## src/rtl/int_sync_crossing_sink.sv

```systemverilog
// Sink end of an interrupt clock-domain crossing.
// Each interrupt line passes through a multi-flop synchroniser and an optional
// per-bit debounce filter. Sticky pending/overrun flags record rising edges of
// the filtered level and can be cleared per bit with clr.
module int_sync_crossing_sink #(
    parameter int unsigned WIDTH  = 2,
    parameter int unsigned SYNC   = 3,
    parameter int unsigned FILTER = 0
) (
    input  logic             clock,
    input  logic             reset,
    input  logic [WIDTH-1:0] auto_in_sync,
    output logic [WIDTH-1:0] auto_out,
    output logic [WIDTH-1:0] pending,
    output logic [WIDTH-1:0] overrun,
    input  logic [WIDTH-1:0] clr
);

    // With FILTER=0 the counters are kept at a nominal width of one bit and
    // are never advanced.
    localparam int unsigned      CW       = (FILTER > 0) ? $clog2(FILTER + 1) : 1;
    localparam int unsigned      LAST_INT = (FILTER > 0) ? FILTER - 1 : 0;
    localparam logic [CW-1:0]    CNT_LAST = CW'(LAST_INT);

    logic [WIDTH-1:0] stage [SYNC];
    logic [CW-1:0]    cnt      [WIDTH];
    logic [CW-1:0]    cnt_next [WIDTH];
    logic [WIDTH-1:0] s;
    logic [WIDTH-1:0] out_q;
    logic [WIDTH-1:0] out_next;
    logic [WIDTH-1:0] rise;
    logic [WIDTH-1:0] pending_next;
    logic [WIDTH-1:0] overrun_next;

    assign s        = stage[SYNC-1];
    assign auto_out = out_q;

    // Next filtered level and debounce counters; without a filter the output
    // register simply tracks the last synchroniser stage, so it equals s.
    always_comb begin
        out_next = out_q;
        for (int unsigned i = 0; i < WIDTH; i++) begin
            cnt_next[i] = '0;
        end
        if (FILTER == 0) begin
            out_next = stage[SYNC-2];
        end else begin
            for (int unsigned i = 0; i < WIDTH; i++) begin
                if (s[i] == out_q[i]) begin
                    cnt_next[i] = '0;
                end else if (cnt[i] == CNT_LAST) begin
                    out_next[i] = s[i];
                    cnt_next[i] = '0;
                end else begin
                    cnt_next[i] = cnt[i] + CW'(1);
                end
            end
        end
    end

    // Rising edge is taken from the next-state level so pending sets on the
    // same edge auto_out rises; a set beats a simultaneous clear, but clr
    // always wipes overrun.
    always_comb begin
        rise         = out_next & ~out_q;
        pending_next = rise | (pending & ~clr);
        overrun_next = ~clr & (overrun | (rise & pending));
    end

    // State registers: synchroniser chain, counters, level and sticky flags.
    always_ff @(posedge clock) begin
        if (reset) begin
            for (int unsigned k = 0; k < SYNC; k++) begin
                stage[k] <= '0;
            end
            for (int unsigned i = 0; i < WIDTH; i++) begin
                cnt[i] <= '0;
            end
            out_q   <= '0;
            pending <= '0;
            overrun <= '0;
        end else begin
            stage[0] <= auto_in_sync;
            for (int unsigned k = 1; k < SYNC; k++) begin
                stage[k] <= stage[k-1];
            end
            for (int unsigned i = 0; i < WIDTH; i++) begin
                cnt[i] <= cnt_next[i];
            end
            out_q   <= out_next;
            pending <= pending_next;
            overrun <= overrun_next;
        end
    end

endmodule

```

## config.mk

```make
export PLATFORM = sky130hd
export DESIGN_NAME = int_sync_crossing_sink
export DESIGN_NICKNAME = d
export VERILOG_FILES = /design/src/rtl/int_sync_crossing_sink.sv
export SDC_FILE = /design/constraint.sdc
export NUM_CORES = 1
export LEC_CHECK = 0
export BUFFER_PORTS_ARGS = -buffer_cell sky130_fd_sc_hd__buf_4
export CAP_MARGIN = 25
export CORE_AREA = 2 2 39 41
export CTS_CLUSTER_SIZE = 25
export DETAILED_ROUTE_END_ITERATION = 10
export DIE_AREA = 0 0 41 43
export PLACE_DENSITY = 0.46
export SLEW_MARGIN = 20
export SYNTH_ARGS = -nofsm -noshare
export SYNTH_HDL_FRONTEND = slang
export SYNTH_SLANG_ARGS = --single-unit
export TNS_END_PERCENT = 50
```

## constraint.sdc

```tcl
create_clock -name clock -period 0.8 [get_ports clock]
set_input_delay 0.08 -clock clock [delete_from_list [all_inputs] [get_ports clock]]
set_output_delay 0.08 -clock clock [all_outputs]
set_load 0.02 [all_outputs]
```

Word-level counts from Yosys, hierarchy flattened
Memories as Yosys holds them, arrays and structs flattened. Cells that the tools add are included.

Output and inout bits: 6. Bits of input ports: 6. Flip-flop bits (word level): 6. Bits in writable memories: 6. Memories kept: 1. Word-level logic and storage cells: 21.

Mux-type cells: 6. Bitwise gates (word level): 11.

Memories: stage (words 3, bits a word 2, rd ports 2, clocked after Yosys merged registers in 0, write ports 3, line 25) `logic [WIDTH-1:0] stage [SYNC];`.

Operator list (number): 2-bit AND (4); 2-bit 2-to-1 mux (3); 2-bit NOT (2); 2-bit OR (2); 1-bit 2-to-1 mux (3); 1-bit OR (3).

Depth between registers and ports, before layout
Gate-level depths: netlist (run 1).

Depth after elaboration: 5. Gate-level depth with buffers: 2. Mapped depth without buffers: 2.

Worst setup path after synthesis (run 1)
No wires, ideal clock.

Path type: register to register. Start: register pending[0]. End: register overrun[0]. Arrival: 0.749 ns. Slack: -0.028 ns. Clock period less this slack: 0.828 ns. Setup time: 0.079 ns. Buffers on the path: 0. Cell stages (with the launch flop): 3. Required time: 0.721 ns. Path through: dfxtp_1 > nand3b_1 > a211oi_2.

Word-level cells in the longest chain between the ends: 3.

RTL lines: start, declared (line 14) `output logic [WIDTH-1:0] pending,`; start signal, assigned (line 91) `pending <= pending_next;`; 2-bit AND (line 67) `overrun_next = ~clr & (overrun | (rise & pending));`; 2-bit OR (line 67); 2-bit AND (line 67); end signal, assigned (line 92) `overrun <= overrun_next;`; end, declared (line 15) `output logic [WIDTH-1:0] overrun,`.

Every way passes these cells. A chain may end at the register's enable or synchronous reset.

Worst setup path in the final report (run 1)
Start: register pending[0]. End: output pending[0].

No word-level cell between the ends.

==> results of run 1 <==
what timing repair did:
action	4_1_cts	5_1_grt
gates resized for setup	9	0
setup endpoints to repair	6	8
pin swaps	0	2
endpoints found under the hold margin	2	0
buffers inserted	0	1
hold buffers	2	0
through the flow:
stage	cell area, um2	hold slack (ns)	utilization	setup TNS [ns]
2_1_floorplan	329	0.145	-	-0.0130
3_3_place_gp	427	0.244	0.308	0
3_5_place_dp	427	0.247	0.308	0
4_1_cts	495	0.0301	0.358	-0.0128
5_1_grt	503	0.0408	0.363	-0.0842
6_report	503	0.0353	0.363	0
area by class of cell:
cell class              instances  area share
inverters                       2      0.0149
well taps                      16      0.0398
repair buffers                 14       0.264
clock buffers                   3      0.0448
multi-input cells              16       0.224
flip-flops and latches         10       0.413
worst max-delay path by stage:
stage	depth (start not counted)	end	startpoint	slack, ns
after floorplan	2	overrun[1]$_SDFF_PP0_	auto_out[1]$_SDFF_PP0_	-0.01
after global placement	2	overrun[0]$_SDFF_PP0_	auto_out[0]$_SDFF_PP0_	0.07
after detailed placement	2	overrun[0]$_SDFF_PP0_	auto_out[0]$_SDFF_PP0_	0.02
after CTS	1	pending[0]	pending[0]$_SDFF_PP0_	-0.01
after global routing	1	pending[0]	pending[0]$_SDFF_PP0_	-0.03
final	1	pending[0]	pending[0]$_SDFF_PP0_	0.0002
routing by layer:
metal  vias to the layer above  track usage  part of all wire
met5                         -            0                 0
met4                         0       0.0600                 0
met3                         0       0.0314             0.057
met2                         6        0.131              0.56
met1                       122       0.0957              0.38
li1                        125            -                 -
state kept, by name, indices dropped and copies added, names as in the netlist:
signal    cells
auto_out      2
overrun       2
pending       2
stage         4
power by group:
group | internal [uW] | switching, uW
registers | 516 | 9.56
clock network | 173 | 148
logic | 48.5 | 29.2
synth_stat cells (all sizes together):
library cell  count  area share
a211oi            2       0.077
a21oi             2       0.031
buf               1       0.015
dfxtp            10        0.62
inv               2       0.023
nand2b            4       0.077
nand3b            2       0.046
nor2b             6        0.12
logic make-up after synthesis:
kind of cell,after synthesis,synth area share
AO/OA/AOI/OAI,4,0.108
buffers and inverters,3,0.0385
flip-flops,10,0.615
AND/OR/NAND/NOR,12,0.238
==> results.yml, run 1 <==
sta:
  fmax_mhz: 1250
  slew_viol_final: 0
  finalClockSkew_ns: 0.000228
  rsz0062_at_grt: "true"
  slew_headroom: 0.891
  post-route-period-util: 1.00
  tightest_slew_ns: 0.163
  period_minus_slack_ns: 0.800
  setup_slack_ns: 0.000216
  finalSetupViolations: 0
  finalHoldViolCount: 0
pwr:
  ir_drop_mv: 0.786
  power_uw: 924
  power.density_nw_per_um2: 1840
  leakage_uw: 0.000198
worst_setup_path:
  worstPathRequired_ns: 0.72
  crit_chain: "buf_6"
  crit_buf_inv: 1
  end_kind: "output port"
  worst_setup_path_start_kind: "flop"
  path_delay_family: "flip-flops"
  r2r_cells: 2
  worstPathArrival_ns: 0.72
  cp_slowest_cell: "dfxtp_2"
  rr_startpoint: "auto_out[0]$_SDFF_PP0_"
  crit_type: "flop to output port"
  cp_slowest_stage_delay_ns: 0.35
  path_max_fanout: 3
  reg2reg_to: "overrun[0]$_SDFF_PP0_"
  rrSetupSlack_ns: 0.01
drt:
  ant_nets: 0
  first_pass_iters: 1
  routed_wl_um: 574
  drc: 0
  vias: 253
  wire_per_inst_um: 9.41
  drtIter0Drc: 0
  vias_per_cell: 4.15
worst_hold_path:
  holdPathStages: 2
  holdCritStartpoint: "auto_in_sync[1]"
  hold_end: "stage[0][1]$_SDFF_PP0_"
  hold_path.class: "input port to flop"
placed_design:
  dp_slack_ns: 0.0237
  dp_hpwl_um: 437
  placed_cells: 55
  gp_congestion: 0.550
  port-buffer-count: 11
cts:
  cts.clk_slew.worst_paths_ns: 0.06
  htree_levels: 1
  clock_path_buffers: 2
  cts_tree: "done"
  cts_buffers: 3
  cts.sinks: 10
  clock-root-buffer: "clkbuf_4"
  clock_latency_ns: 0.25
floorplan:
  start_util: 0.235
  ios: 12
  core.rowCount: 14
  coreArea_um2: 1380
  die_y_um: 43
  die_area_um2: 1760
  die_w_um: 41
synthesis:
  synth_seq_cells: 10
  yosysWarningCount: 0
  synth_area_per_cell_um2: 11.2
  synth_cell_types: 8
  syn_nets: 35
  seq_area_frac_synth: 0.615
  synthCells: 29
  syn-cell-area_um2: 325
global_routing:
  grt_pass1_wl_um: 1010
  overflow: 0
  grt_pass1_vias: 270
  track_usage: 0.0870
  grt_max_degree: 11
  antenna_found_initial: 0
final_layout:
  syn_to_final_growth_pct: 54.6
  fillers: 150
  multiInputGateArea_um2: 113
  drive_gt1_frac: 0.511
  num_antenna_cells: 0
  final_cells: 61
  layout_common_cells: "6 x nor2b_1, 6 x dfxtp_2, 6 x buf_4, 6 x buf_6"
  fin_nets: 53
  seq_area_um2: 208
job:
  drv_cap: 0
run_status:
  status: "finished clean"
Note: power is estimated with default switching activity, not from simulation.
==> run 2, diff against run 1 <==
BUFFER_PORTS_ARGS = -buffer_cell sky130_fd_sc_hd__buf_2   (was -buffer_cell sky130_fd_sc_hd__buf_4)
==> run 2 against run 1 <==
Cell count increased by 1.6%; clock power increased by 37%; count of clock-buffer cells in the layout is 1 higher; sequential cell count stayed put; highest routed layer unchanged; sequential power about the same; die area is the same; clock skew up 0.0018 ns.
==> results.yml, run 2 (same netlist as run 1, synthesis figures left out) <==
run_status:
  status: "finished clean"
sta:
  finalClockSkew_ns: 0.00199
  fmax_mhz: 1250
  finalSetupViolations: 0
  rsz0062_at_grt: "true"
  period_minus_slack_ns: 0.799
  fin_tns_setup_ns: 0
  post-route-period-util: 0.999
  finalHoldViolCount: 0
  slew_viol_final: 0
  slew_headroom: 0.868
  tightest_slew_ns: 0.198
final_layout:
  registers.top_by_ff_count: "stage"
  layout_common_cells: "6 x nor2b_1, 6 x dfxtp_2, 6 x buf_6"
  final_cells: 62
  largest_register_ffs: 4
  drive_gt1_frac: 0.522
  finalInstanceArea_um2: 507
  syn_to_final_growth_pct: 55.8
  fin_nets: 53
  num_antenna_cells: 0
worst_setup_path:
  crit_type: "flop to output port"
  cp_slowest_cell: "dfxtp_2"
  worstPathRequired_ns: 0.72
  worst_setup_path_start_kind: "flop"
  crit_buf_inv: 1
  path_delay_family: "flip-flops"
  crit_chain: "buf_6"
  worstPathArrival_ns: 0.72
  cp_slowest_stage_delay_ns: 0.34
  end_kind: "output port"
  path_max_fanout: 3
placed_design:
  dp_hpwl_um: 417
  gp_congestion: 0.549
  placed_cells: 55
  dpl_cell_area_um2: 399
  port-buffer-count: 11
cts:
  cts_buffers: 3
  cts_tree: "done"
  htree_levels: 1
  clock_path_buffers: 2
  cts.sinks: 10
  cts.clk_slew.worst_paths_ns: 0.06
  clock-root-buffer: "clkbuf_4"
  clock_latency_ns: 0.26
drt:
  drc: 0
  routed_wl_um: 531
  vias_per_cell: 3.95
  drtIter0Drc: 0
  wire_per_inst_um: 8.56
  first_pass_iters: 1
  vias: 245
  ant_nets: 0
floorplan:
  coreArea_um2: 1380
  die_area_um2: 1760
  die_y_um: 43
  die_w_um: 41
  ios: 12
  core.rowCount: 14
  start_util: 0.235
global_routing:
  grt_pass1_vias: 274
  overflow: 0
  track_usage: 0.0860
  grt_max_degree: 11
  grt_pass1_wl_um: 986
  antenna_found_initial: 0
job:
  drv_cap: 0
pwr:
  power.density_nw_per_um2: 2050
  leakage_uw: 0.000210
  ir_drop_mv: 0.716
  power_uw: 1040
worst_hold_path:
  hold_path.class: "input port to flop"
[run 2: cell count changes in the layout (fill, tap and decap cells not counted), sizes merged]
cell,delta
dlymetal6s4s,+1
dlygate4sd3,-1
clkbuf,+1
[run 2: final timing paths]
check             slack [ns]                endpoint  cells after the start              startpoint
hold / removal          0.03  stage[0][1]$_SDFF_PP0_                      2         auto_in_sync[1]
setup reg to reg        0.04   overrun[0]$_SDFF_PP0_                      2  auto_out[0]$_SDFF_PP0_
setup / recovery      0.0007              pending[0]                      1   pending[0]$_SDFF_PP0_
hold reg to reg         0.43  stage[0][3]$_SDFF_PP0_                      1  stage[0][1]$_SDFF_PP0_
[run 2: metrics by stage]
stage	hold WS, ns	utilization	setup WS [ns]
3_5_place_dp	0.254	0.288	0.0107
6_report	0.0270	0.366	0.000709
3_3_place_gp	0.252	0.288	0.0730
5_1_grt	0.0426	0.366	-0.0321
4_1_cts	0.0178	0.359	-0.0155
2_1_floorplan	0.145	-	-0.0130
[run 2: what timing repair did]
action | CTS | global route
endpoints found under the hold margin | 2 | 0
resized for setup | 15 | 1
setup buffers | 0 | 1
cloned | 0 | 0
hold buffers | 2 | 0
setup endpoints to repair | 7 | 9
pin swaps | 1 | 2
[run 2: final cells by class]
type                       count  area (um2)
clock buffer                   4        36.3
fill                         148         877
inverter                       2        7.51
multi-input combinational     16         113
sequential                    10         208
tap                           16        20.0
timing repair buffer          14         123
[run 2: metal layers]
| layer | share of wire | GRT usage | wire [um] | up-vias |
|---|---|---|---|---|
| met5 | 0 | 0 | 0 | - |
| met4 | 0 | 0.0600 | 0 | 0 |
| met3 | 0.055 | 0.0314 | 29 | 0 |
| met2 | 0.60 | 0.131 | 318 | 6 |
| met1 | 0.34 | 0.0924 | 183 | 113 |
| li1 | - | - | - | 126 |
[run 2: where the power goes]
| group | total, uW | switching, uW | internal, uW |
|---|---|---|---|
| Combinational | 71.9 | 29.4 | 42.5 |
| Clock | 441 | 165 | 276 |
| Sequential | 525 | 9.25 | 515 |
